===== config.mk =====
export PLATFORM = sky130hd
export DESIGN_NAME = run_ctrl_flat
export DESIGN_NICKNAME = d
export VERILOG_FILES = /design/src/rtl/run_ctrl_pkg.sv /design/src/rtl/run_ctrl_if.sv /design/src/rtl/run_ctrl_sat_counter.sv /design/src/rtl/run_ctrl.sv /design/src/flat_wrapper.sv
export SDC_FILE = /design/constraint.sdc
export NUM_CORES = 1
export LEC_CHECK = 0
export ABC_AREA = 1
export CORE_MARGIN = 5
export CORE_UTILIZATION = 38
export CTS_CLUSTER_DIAMETER = 120
export DETAILED_ROUTE_END_ITERATION = 6
export PLACE_DENSITY = 0.66
export SLEW_MARGIN = 20
export SYNTH_ARGS = -nofsm -noshare
export SYNTH_HDL_FRONTEND = slang
export SYNTH_SLANG_ARGS = --single-unit
export TNS_END_PERCENT = 5

===== constraint.sdc =====
create_clock -name i_clk -period 4.15 [get_ports i_clk]
set_input_delay 0.83 -clock i_clk [delete_from_list [all_inputs] [get_ports i_clk]]
set_output_delay 0.83 -clock i_clk [all_outputs]
set_load 0.005 [all_outputs]

===== src/rtl/run_ctrl_pkg.sv =====
// Shared types and default widths for the run sequencer.
package run_ctrl_pkg;

  localparam int PC_W_DEF  = 10;
  localparam int CYC_W_DEF = 16;

  typedef enum logic [2:0] {
    IDLE  = 3'd0,
    CLEAR = 3'd1,
    RUN   = 3'd2,
    STALL = 3'd3,
    DONE  = 3'd4
  } run_state_t;

endpackage


===== src/rtl/run_ctrl_if.sv =====
// Harness handshake, decode inputs and PC control outputs of the run sequencer.
interface run_ctrl_if
  import run_ctrl_pkg::*;
#(
  parameter int PC_W  = PC_W_DEF,
  parameter int CYC_W = CYC_W_DEF
) ();

  logic             req;
  logic             ack;
  logic             halt_instr;
  logic             branch_taken;
  logic [PC_W-1:0]  branch_offset;
  logic             pc_reset;
  logic             pc_en;
  logic             pc_branch_en;
  logic [PC_W-1:0]  pc_offset;
  logic             busy;
  logic             timeout;
  logic [CYC_W-1:0] cycle_count;

  modport master (
    output req, halt_instr, branch_taken, branch_offset,
    input  ack, pc_reset, pc_en, pc_branch_en, pc_offset, busy, timeout, cycle_count
  );

  modport slave (
    input  req, halt_instr, branch_taken, branch_offset,
    output ack, pc_reset, pc_en, pc_branch_en, pc_offset, busy, timeout, cycle_count
  );

endinterface


===== src/rtl/run_ctrl_sat_counter.sv =====
// Up-counter with synchronous clear that sticks at MAX instead of wrapping.
module sat_counter #(
  parameter int           W   = 16,
  parameter logic [W-1:0] MAX = '1
) (
  input  logic         i_clk,
  input  logic         i_reset,
  input  logic         i_clr,
  input  logic         i_inc,
  output logic [W-1:0] o_count,
  output logic         o_at_max
);

  logic [W-1:0] r_count;

  always_ff @(posedge i_clk) begin
    if (i_reset || i_clr) begin
      r_count <= '0;
    end else if (i_inc && !o_at_max) begin
      r_count <= r_count + 1'b1;
    end
  end

  assign o_count  = r_count;
  assign o_at_max = (r_count == MAX);

endmodule


===== src/rtl/run_ctrl.sv =====
// Run sequencer: clears the PC on start, gates PC enable/branch until halt or cycle limit.
//
// state | meaning
// IDLE  | waiting for req; all PC controls low
// CLEAR | one cycle of PC clear, counters and timeout cleared
// RUN   | PC advancing; halt, limit and taken branches evaluated
// STALL | bubble cycles after a taken branch; PC held
// DONE  | ack high until the harness drops req
module run_ctrl
  import run_ctrl_pkg::*;
#(
  parameter int               PC_W     = PC_W_DEF,
  parameter int               CYC_W    = CYC_W_DEF,
  parameter int               BR_STALL = 1,
  parameter logic [CYC_W-1:0] MAX_CYC  = '1
) (
  input  logic      i_clk,
  input  logic      i_reset,
  run_ctrl_if.slave bus
);

  localparam logic [CYC_W-1:0] LAST_CYC   = MAX_CYC - 1'b1;
  localparam logic [1:0]       STALL_LOAD = 2'(BR_STALL - 1);

  run_state_t       r_state;
  run_state_t       w_next;
  logic [1:0]       r_stall_cnt;
  logic             r_timeout;
  logic             r_busy;
  logic             r_ack;
  logic [CYC_W-1:0] w_count;
  logic             w_at_max;
  logic             w_in_run;
  logic             w_halt;
  logic             w_branch;
  logic             w_inc;
  logic             w_last;

  assign w_in_run = (r_state == RUN);
  assign w_halt   = w_in_run && bus.halt_instr;
  assign w_branch = w_in_run && bus.branch_taken && !bus.halt_instr && !i_reset;
  // The halt cycle is not counted: the PC freezes on the halt address.
  assign w_inc    = ((w_in_run && !bus.halt_instr) || (r_state == STALL)) && !w_at_max;
  assign w_last   = (w_count == LAST_CYC);

  sat_counter #(
    .W   (CYC_W),
    .MAX (MAX_CYC)
  ) u_cyc_cnt (
    .i_clk    (i_clk),
    .i_reset  (i_reset),
    .i_clr    (r_state == CLEAR),
    .i_inc    (w_inc),
    .o_count  (w_count),
    .o_at_max (w_at_max)
  );

  always_comb begin
    w_next = r_state;
    case (r_state)
      IDLE:  if (bus.req) w_next = CLEAR;
      CLEAR: w_next = RUN;
      RUN: begin
        if (bus.halt_instr)                     w_next = DONE;
        else if (w_last)                        w_next = DONE;
        else if (bus.branch_taken && BR_STALL > 0) w_next = STALL;
      end
      STALL: begin
        if (w_last)                 w_next = DONE;
        else if (r_stall_cnt == 2'd0) w_next = RUN;
      end
      DONE:    if (!bus.req) w_next = IDLE;
      default: w_next = IDLE;
    endcase
  end

  always_ff @(posedge i_clk) begin
    if (i_reset) begin
      r_state     <= IDLE;
      r_stall_cnt <= 2'd0;
      r_timeout   <= 1'b0;
      r_busy      <= 1'b0;
      r_ack       <= 1'b0;
    end else begin
      r_state <= w_next;
      r_busy  <= (w_next == CLEAR) || (w_next == RUN) || (w_next == STALL);
      r_ack   <= (w_next == DONE);

      if (r_state == CLEAR) begin
        r_timeout <= 1'b0;
      end else if (w_inc && w_last) begin
        r_timeout <= 1'b1;
      end

      if (w_in_run && w_next == STALL) begin
        r_stall_cnt <= STALL_LOAD;
      end else if (r_state == STALL && r_stall_cnt != 2'd0) begin
        r_stall_cnt <= r_stall_cnt - 2'd1;
      end
    end
  end

  assign bus.pc_reset     = i_reset || (r_state == CLEAR);
  assign bus.pc_en        = w_in_run && !w_halt && !i_reset;
  assign bus.pc_branch_en = w_branch;
  assign bus.pc_offset    = w_branch ? bus.branch_offset : PC_W'(0);
  assign bus.busy         = r_busy;
  assign bus.ack          = r_ack;
  assign bus.timeout      = r_timeout;
  assign bus.cycle_count  = w_count;

endmodule

===== src/flat_wrapper.sv =====
// flat-port wrapper written by rule: the top's interface ports become plain ports
module run_ctrl_flat import run_ctrl_pkg::*;
#(
  parameter int               PC_W     = PC_W_DEF,
  parameter int               CYC_W    = CYC_W_DEF,
  parameter int               BR_STALL = 1,
  parameter logic [CYC_W-1:0] MAX_CYC  = '1
)
  (i_clk, i_reset, bus_req, bus_halt_instr, bus_branch_taken, bus_branch_offset, bus_ack, bus_pc_reset, bus_pc_en, bus_pc_branch_en, bus_pc_offset, bus_busy, bus_timeout, bus_cycle_count);
  run_ctrl_if #(.PC_W(PC_W), .CYC_W(CYC_W)) bus_i ();
  input  logic i_clk;
  input  logic i_reset;
  input wire logic [$bits(bus_i.req)-1:0] bus_req;
  input wire logic [$bits(bus_i.halt_instr)-1:0] bus_halt_instr;
  input wire logic [$bits(bus_i.branch_taken)-1:0] bus_branch_taken;
  input wire logic [$bits(bus_i.branch_offset)-1:0] bus_branch_offset;
  output wire logic [$bits(bus_i.ack)-1:0] bus_ack;
  output wire logic [$bits(bus_i.pc_reset)-1:0] bus_pc_reset;
  output wire logic [$bits(bus_i.pc_en)-1:0] bus_pc_en;
  output wire logic [$bits(bus_i.pc_branch_en)-1:0] bus_pc_branch_en;
  output wire logic [$bits(bus_i.pc_offset)-1:0] bus_pc_offset;
  output wire logic [$bits(bus_i.busy)-1:0] bus_busy;
  output wire logic [$bits(bus_i.timeout)-1:0] bus_timeout;
  output wire logic [$bits(bus_i.cycle_count)-1:0] bus_cycle_count;
  assign bus_i.req = bus_req;
  assign bus_i.halt_instr = bus_halt_instr;
  assign bus_i.branch_taken = bus_branch_taken;
  assign bus_i.branch_offset = bus_branch_offset;
  assign bus_ack = bus_i.ack;
  assign bus_pc_reset = bus_i.pc_reset;
  assign bus_pc_en = bus_i.pc_en;
  assign bus_pc_branch_en = bus_i.pc_branch_en;
  assign bus_pc_offset = bus_i.pc_offset;
  assign bus_busy = bus_i.busy;
  assign bus_timeout = bus_i.timeout;
  assign bus_cycle_count = bus_i.cycle_count;
  run_ctrl #(.PC_W(PC_W), .CYC_W(CYC_W), .BR_STALL(BR_STALL), .MAX_CYC(MAX_CYC)) u_core (.i_clk(i_clk), .i_reset(i_reset), .bus(bus_i));
endmodule

### Yosys cells after proc, flatten, opt, wreduce, memory -nomap -nowiden

Index checks and enable logic that the tools add are counted.

* $add $sub $neg: 2
* equal/unequal tests: 10
* mux-type cells: 9
* reductions and logical operators: 25

Operators with widths (number)
* 16-bit equality test, second input constant: 2
* 3-bit 2-to-1 mux: 7
* 16-bit by 1-bit adder with 16-bit output, second input constant: 1
* 3-bit one-hot mux with 5 select lines: 1
* 3-bit by 2-bit equality test with 1-bit output, second input constant: 4
* 1-bit logical AND: 12
* 10-bit 2-to-1 mux: 1
* 3-bit by 1-bit equality test with 1-bit output, second input constant: 2
* 3-bit equality test, second input constant: 2
* 1-bit zero test: 4
* 1-bit logical OR: 4
* 2-bit OR reduction: 2
* 3-bit zero test: 1
* 2-bit zero test: 1
* 2-bit nonzero test: 1
* 2-bit by 1-bit subtractor with 2-bit output, second input constant: 1

* bits in registers: 24
* input port bits: 15
* output and inout port bits: 32
* logic and storage cells: 52

### Depth between registers and ports, before layout

Gate-level depths: netlist of run 1.

* depth after elaboration: 7
* mapped depth: 10
* depth with buffers taken out: 10

### Modules after synthesis

Synthesis of run 1 repeated with hierarchy kept, for this count alone.

* cell total of the unflattened synthesis: 248
* area total of the unflattened synthesis: 1546.5 sq um

Modules (own cells, without submodules)
* sat_counter: instances 1, cells an instance 144, area an instance 954.7 sq um, seq. area each 320.3 sq um
* run_ctrl: instances 1, cells an instance 104, area an instance 591.8 sq um, seq. area each 160.2 sq um

### Worst setup path after synthesis of run 1

Ideal clock, no wire load.

* kind: input port to output port
* start: in bus_halt_instr
* end: out bus_pc_offset[0]
* data arrival time: 1.380 ns
* required time: 3.320 ns
* setup slack: 1.940 ns
* stages on the path: 5
* path buffers: 0
* path through: inv_1 nand3_1 nor2_1 inv_2 nor2_1

* word-level cells in the longest chain between the ends: 4

RTL lines
* from (decl): RTL line flat_wrapper.sv:14 `input wire logic [$bits(bus_i.halt_instr)-1:0] bus_halt_instr;`
* 1-bit zero test: RTL line run_ctrl.sv:41 `assign w_branch = w_in_run && bus.branch_taken && !bus.halt_instr && !i_reset;`
* 1-bit logical AND (2 in series): RTL line run_ctrl.sv:41
* net bus_pc_branch_en: RTL line flat_wrapper.sv:20 `output wire logic [$bits(bus_i.pc_branch_en)-1:0] bus_pc_branch_en;`
* 10-bit 2-to-1 mux: RTL line run_ctrl.sv:106 `assign bus.pc_offset = w_branch ? bus.branch_offset : PC_W'(0);`
* to (decl): RTL line flat_wrapper.sv:21 `output wire logic [$bits(bus_i.pc_offset)-1:0] bus_pc_offset;`

The timed path passes the listed nets, and every way through them passes these cells.

### Worst setup path after layout of run 1

* start: in bus_halt_instr
* end: out bus_pc_offset[6]

* word-level cells in the longest chain between the ends: 4

RTL lines (RTL line)
* 1-bit zero test: run_ctrl.sv:41
* 1-bit logical AND (2 in series): run_ctrl.sv:41
* 10-bit 2-to-1 mux: run_ctrl.sv:106

Every way passes these cells.

==> results by group, run 1 <==
Status
  – Status: completed

Logic synthesis
  – Post-synth EDFFs: 0
  – Count leader, synth: nand2_1
  – Ranking of synthesized cells by area: dfxtp_1 30%, nand2_1 15%, inv_1 8.4%, nor2_1 8.0%, nand3_1 6.6%
  – Synthesized area: 1600 µm²
  – Yosys reg bits: 24
  – Dominant cell type by area after synthesis: dfxtp_1
  – Seq/Total Area, Yosys: 0.300
  – Synth Area per Inst: 6.53 µm²
  – Synth top area share: 0.300
  – Syn Inst Count: 245
  – Syn. warnings: 0
  – Syn nets: 263
  – Ys async rst share: 0
  – Synth top cells by count: 66 x nand2_1, 36 x inv_1, 34 x nor2_1
  – Synth unique cells: 26
  – Most used flip-flop cell after synthesis: dfxtp_1

Power
  – Pwr Density: 230 nW/µm²
  – Leakage: 0.888 nW
  – Overall Power: 0.498 mW
  – Max IR drop VDD: 0.238 mV

STA
  – Setup_tns: 0 ns
  – Period utilization: 0.770
  – Unrepaired setup endpoints after global routing: false
  – Maximum operating frequency: 0.313 GHz
  – Setup violators final: 0
  – Pins over their slew limit: 0
  – Rel. slew slack: 0.765
  – Worst slew pin tran: 0.352 ns
  – Fin crit period: 3.19 ns
  – Hold Vio Cnt, Final: 0
  – Skew final: 0.00157 ns

GRT
  – First-pass GRT wire length: 6850 µm
  – Congestion Overflow GR: 0
  – Vias in the first global route: 1463
  – Largest net degree at the start of global routing: 17
  – GR Util All Layers: 0.154
  – Initial antenna violation count: 0

Hold path
  – Hold Path End: u_core.r_stall_cnt[1]
  – Worst hold path cell count: 2
  – Hold path startpoint: u_core.r_stall_cnt[1]
  – Hold crit path type: reg2reg

Routing
  – Final ANT Viol Nets: 0
  – Vias per cell: 4.70
  – Drt total wl: 4040 µm
  – DRC marker count from the first detailed-route iteration: 118
  – Initial DRT Pass Iterations: 4
  – DRC errors left: 0
  – Via Count: 1613
  – Drt wl/cell: 11.8 µm

Clocking
  – Clock slew at reported path FFs: 0.09 ns
  – CTS Hold Buffers Added: 0
  – Root Buffer: clkbuf_8
  – Clk sinks: 24
  – Largest buffer count on any clock path: 2
  – # resized after CTS: 0
  – Skew-Pair Late Insertion Delay: 0.27 ns
  – Setup repair bufs after CTS: 0
  – CTS H-tree depth: 1
  – Num CTS Buffers: 3
  – CTS tree: built

Final layout
  – Synth-to-Final Area Change: 35.3%
  – Ratio of cells with drive above 1 in the final layout: 0.116
  – Number of fill cells: 405
  – Design Area, Final: 2170 µm²
  – Nets@finish: 312
  – N_diodes: 0

Worst setup path
  – Worst R2R Path Depth: 8
  – Kind of end point of the critical path: output port
  – Setup crit start kind: primary input
  – Max FO, Critical Path: 10
  – Critical Path RT: 3.32 ns
  – R2r endpoint: u_core.u_cyc_cnt.o_count[15]
  – Worst EP arrival: 2.36 ns
  – Critical path class: in2out
  – Reg2Reg Launch Point: u_core.u_cyc_cnt.o_count[0]
  – Flop-to-flop setup slack: 2.30 ns

Placement
  – Placed instance area: 2090 µm²
  – Port-buffer cells: 46
  – RD Place Congestion: 0.843
  – Hpwl dp: 3230 µm

Job
  – Max-capacitance violation count: 0

Die
  – Initial core utilization: 0.397
  – DIE AREA: 5610 µm²
  – Die Ht: 74.9 µm
  – IO Pins: 47
  – Core area: 4030 µm²
  – Die X: 74.9 µm
  – Row count: 23
## flip-flops by register name (all words and copies together) (netlist names)
name / count
u_core.bus.timeout: 1
u_core.bus.ack: 1
u_core.bus.busy: 1
u_core.u_cyc_cnt.o_count: 16
u_core.r_state: 3
u_core.r_stall_cnt: 2
## cell families (layout without fill, tap and decap cells)
family / Yosys count / in the layout / share of synthesized area
AO/OA/AOI/OAI: 22 / 22 / 0.0907
XOR/XNOR: 6 / 6 / 0.0328
adder cells (fa/ha/maj): 3 / 3 / 0.0235
buffers and inverters: 41 / 89 / 0.112
flip-flops: 24 / 24 / 0.300
AND/OR/NAND/NOR: 149 / 149 / 0.441
## area by class of cell
| cell class | count | area, µm² | share of cell area |
|---|---|---|---|
| clock inverter | 1 | 30.0 | 0.0139 |
| inverter | 38 | 143 | 0.0659 |
| clock buffer | 3 | 41.3 | 0.0191 |
| multi-input combinational | 180 | 941 | 0.434 |
| tap | 50 | 62.6 | 0.0289 |
| timing repair buffer | 47 | 468 | 0.216 |
| sequential | 24 | 480 | 0.222 |
## stage by stage
step	worst slack, ns	util	hold slack (ns)	cells
after floorplan	1.94	-	0.438	245
after global placement	1.01	0.520	0.451	339
after detailed placement	0.964	0.520	0.453	339
after CTS	0.960	0.538	0.472	343
after global routing	0.811	0.538	0.499	343
final	0.956	0.538	0.468	343
## worst max path at each step
stage	to	slack, ns	start
2_1_floorplan	bus_pc_offset[0]	1.94	bus_halt_instr
3_3_place_gp	bus_pc_offset[2]	1.01	bus_halt_instr
3_5_place_dp	bus_pc_offset[0]	0.96	bus_halt_instr
4_1_cts	bus_pc_offset[0]	0.96	bus_halt_instr
5_1_grt	bus_pc_offset[3]	0.81	bus_halt_instr
6_report	bus_pc_offset[6]	0.96	bus_halt_instr
## cell usage in the layout (no fill, tap or decap), drive strengths merged
master | synthesis | routed
clkdlybuf4s50 | 0 | 46
nor3 | 1 | 1
a21oi | 18 | 18
bufinv | 0 | 1
nand2 | 73 | 73
nand4 | 10 | 10
ha | 3 | 3
buf | 3 | 1
o211ai | 1 | 1
xnor2 | 2 | 2
xor2 | 4 | 4
dfxtp | 24 | 24
nand3 | 22 | 22
inv | 38 | 38
clkbuf | 0 | 3
o21a | 1 | 1
nor2 | 39 | 39
or2 | 4 | 4
o21ai | 2 | 2
## layer usage
layer  vias up  track usage  share of wire
li1        862            -              -
met5         -            0              0
met4         0       0.0395          0.015
met3         6       0.0347          0.036
met1       720        0.214           0.46
met2        25        0.241           0.48
## where the power goes
part	leakage (nW)	internal (mW)	switching, mW
sequential	0.194	0.234	0.00413
clock	0.0357	0.129	0.0785
combinational	0.658	0.0262	0.0264
## worst max-delay path, cell delays in order
cell	delay (ns)
clkdlybuf4s50_1	0.42
inv_1	0.10
nand3_1	0.10
nor2_1	0.18
inv_2	0.11
nor2_1	0.10
clkdlybuf4s50_1	0.51
Power figures use the tool's default switching activity.
==> inputs of run 2 (changes only) <==
PLACE_DENSITY = 0.69   (was 0.66)
clock period = 2.8 ns   (was 4.15 ns; I/O delays follow)
==> results by group, run 2 (synthesis gave the netlist of run 1 again) <==
Status
  – Status: completed (unchanged)

Die
  – Initial core utilization: 0.397 (unchanged)
  – Row count: 23 (unchanged)
  – IO Pins: 47 (unchanged)
  – Core area: 4030 µm² (unchanged)
  – DIE AREA: 5610 µm² (unchanged)
  – Die Ht: 74.9 µm (unchanged)
  – Die X: 74.9 µm (unchanged)

Routing
  – Via Count: 1585 (was 1613)
  – Initial DRT Pass Iterations: 4 (unchanged)
  – Top Metal Used: met4 (unchanged)
  – Detailed-routing wirelength on met1: 1930 µm (was 1880 µm)
  – Final ANT Viol Nets: 0 (unchanged)
  – Met2 wire length: 1820 µm (was 1960 µm)
  – Vias per cell: 4.63 (was 4.70)
  – Drt wl/cell: 11.3 µm (was 11.8 µm)
  – DRC marker count from the first detailed-route iteration: 99 (was 118)
  – Drt total wl: 3880 µm (was 4040 µm)
  – DRC errors left: 0 (unchanged)
  – WL met3: 110 µm (was 145 µm)

STA
  – Period utilization: 0.930
  – Setup_tns: 0 ns (unchanged)
  – Setup violators final: 0 (unchanged)
  – Hold Vio Cnt, Final: 0 (unchanged)
  – Rel. slew slack: 0.773 (was 0.765)
  – Pins over their slew limit: 0 (unchanged)
  – Hold_ws: 0.471 ns (was 0.468 ns)
  – Worst slew pin tran: 0.341 ns (was 0.352 ns)
  – Skew final: 0.00516 ns (was 0.00157 ns)
  – Unrepaired setup endpoints after global routing: false (unchanged)
  – Fin crit period: 2.60 ns
  – Maximum operating frequency: 0.384 GHz

Clocking
  – Num CTS Buffers: 3 (unchanged)
  – Setup repair bufs after CTS: 0 (unchanged)
  – CTS tree: built (unchanged)
  – Clk sinks: 24 (unchanged)
  – # resized after CTS: 0 (unchanged)
  – Clock slew at reported path FFs: 0.08 ns (was 0.09 ns)
  – Largest buffer count on any clock path: 2 (unchanged)
  – CTS H-tree depth: 1 (unchanged)
  – Root Buffer: clkbuf_8 (unchanged)
  – Skew-Pair Late Insertion Delay: 0.27 ns (about the same)
  – CTS Hold Buffers Added: 0 (unchanged)

Worst setup path
  – CP bufs+invs: 4 (unchanged)
  – Critical-path cell list: clkdlybuf4s50_1 -> inv_1 -> nand3_1 -> nor2_1 -> inv_2 -> nor2_1 -> clkdlybuf4s50_1 (unchanged)
  – Critical path class: in2out (unchanged)
  – Kind of end point of the critical path: output port (unchanged)
  – Setup crit start kind: primary input (unchanged)
  – CP max-delay cell: clkdlybuf4s50_1 (unchanged)
  – Reg2Reg Launch Point: u_core.u_cyc_cnt.o_count[0] (unchanged)
  – CP delay by family, top: buffers and inverters (unchanged)
  – Critical Path RT: 2.24 ns (was 3.32 ns)
  – CP max stage delay: 0.51 ns (about the same)
  – R2r endpoint: u_core.u_cyc_cnt.o_count[15] (unchanged)
  – Flop-to-flop setup slack: 0.97 ns (was 2.30 ns)
  – Max FO, Critical Path: 10 (unchanged)
  – Worst R2R Path Depth: 8 (unchanged)
  – Worst EP arrival: 2.04 ns (was 2.36 ns)

Final layout
  – Commonest non-fill, non-tap cell in the layout: nand2_1 (unchanged)
  – Max FFs per register: 16 (unchanged)
  – Ratio of cells with drive above 1 in the final layout: 0.113 (was 0.116)
  – Area taken by flip-flops and latches: 480 µm² (unchanged)
  – Synth-to-Final Area Change: 33.5% (was 35.3%)
  – Most frequent cells in the layout: 66 x nand2_1, 46 x clkdlybuf4s50_1, 36 x inv_1, 34 x nor2_1, 24 x dfxtp_1 (unchanged)
  – Area occupied by multi-input gates: 941 µm² (unchanged)
  – Fin cells: 342 (was 343)
  – Nets@finish: 312 (unchanged)
  – N_diodes: 0 (unchanged)
  – Number of fill cells: 404 (was 405)

Hold path
  – Worst hold path cell count: 2 (unchanged)
  – Hold Path End: u_core.r_stall_cnt[1] (unchanged)
  – Hold crit path type: reg2reg (unchanged)
  – Hold path startpoint: u_core.r_stall_cnt[1] (unchanged)

Placement
  – Port-buffer cells: 46 (unchanged)
  – Hpwl dp: 3080 µm (was 3230 µm)
  – Placed Cells incl. Taps: 339 (unchanged)
  – RD Place Congestion: 0.886 (was 0.843)

Power
  – Max IR drop VDD: 0.194 mV (was 0.238 mV)
  – Leakage: 0.873 nW (was 0.888 nW)
  – Sequential share of power: 0.557 (was 0.478)
  – P_sw: 0.151 mW (was 0.109 mW)
  – Pwr Density: 296 nW/µm² (was 230 nW/µm²)
  – Overall Power: 0.632 mW (was 0.498 mW)
  – Comb pwr share: 0.123 (was 0.106)
  – Clk pwr share: 0.320 (was 0.417)
  – Switching Fraction: 0.239 (was 0.219)
  – Pint: 0.481 mW (was 0.389 mW)

Job
  – Max-capacitance violation count: 0 (unchanged)

GRT
  – Initial antenna violation count: 0 (unchanged)
  – First-pass GRT wire length: 6560 µm (was 6850 µm)
  – Vias in the first global route: 1475 (was 1463)
  – GR Util All Layers: 0.148 (was 0.154)
  – Largest net degree at the start of global routing: 17 (unchanged)
  – Congestion Overflow GR: 0 (unchanged)
[run 2: worst reg2reg max path, cell delays in order, from the launching register on]
cell and delay [ns]:
dfxtp_1 0.48, ha_1 0.33, nand3_4 0.13, nor2_4 0.18, nand2_4 0.08, nand2_4 0.18
inv_2 0.16, nand2_1 0.12, a21oi_2 0.05
[run 2: cell type report]
cell class	instances	area share
Timing Repair Buffer	47	0.219
Inverter	38	0.0668
Clock buffer	3	0.0193
Tap cell	50	0.0293
Multi-Input combinational cell	180	0.441
Sequential cell	24	0.225
[run 2: routing by layer]
metal	track usage	up-vias
met4	0.0395	0
met3	0.0200	2
met1	0.212	691
li1	-	866
met2	0.232	26
met5	0	-
[run 2: worst max-delay path by stage]
stage	start	endpoint	slack (ns)	cells after the start
after global placement	bus_halt_instr	bus_pc_offset[6]	0.21	7
after detailed placement	bus_halt_instr	bus_pc_offset[8]	0.18	7
after global routing	u_core.r_state[1]	bus_pc_offset[6]	0.03	7
after CTS	bus_halt_instr	bus_pc_offset[8]	0.18	7
after floorplan	u_core.r_state[1]	bus_pc_offset[0]	1.12	6
final	bus_halt_instr	bus_pc_offset[8]	0.20	7
[run 2: through the flow]
step / util / instance area, µm² / setup slack, ns
global placement: 0.520 / 2090 / 0.206
finish: 0.530 / 2140 / 0.195
CTS: 0.530 / 2140 / 0.182
global route: 0.530 / 2140 / 0.0292
detailed placement: 0.520 / 2090 / 0.184
floorplan: - / 1600 / 1.12
[run 2: power groups by stage]
stage / Sequential [mW] / Combinational (mW) / Clock [mW]
2_1_floorplan: 0.360 / 0.0403 / 0
3_3_place_gp: 0.361 / 0.0784 / 0
3_5_place_dp: 0.361 / 0.0778 / 0
4_1_cts: 0.352 / 0.0784 / 0.213
5_1_grt: 0.354 / 0.0866 / 0.227
6_report: 0.352 / 0.0777 / 0.202
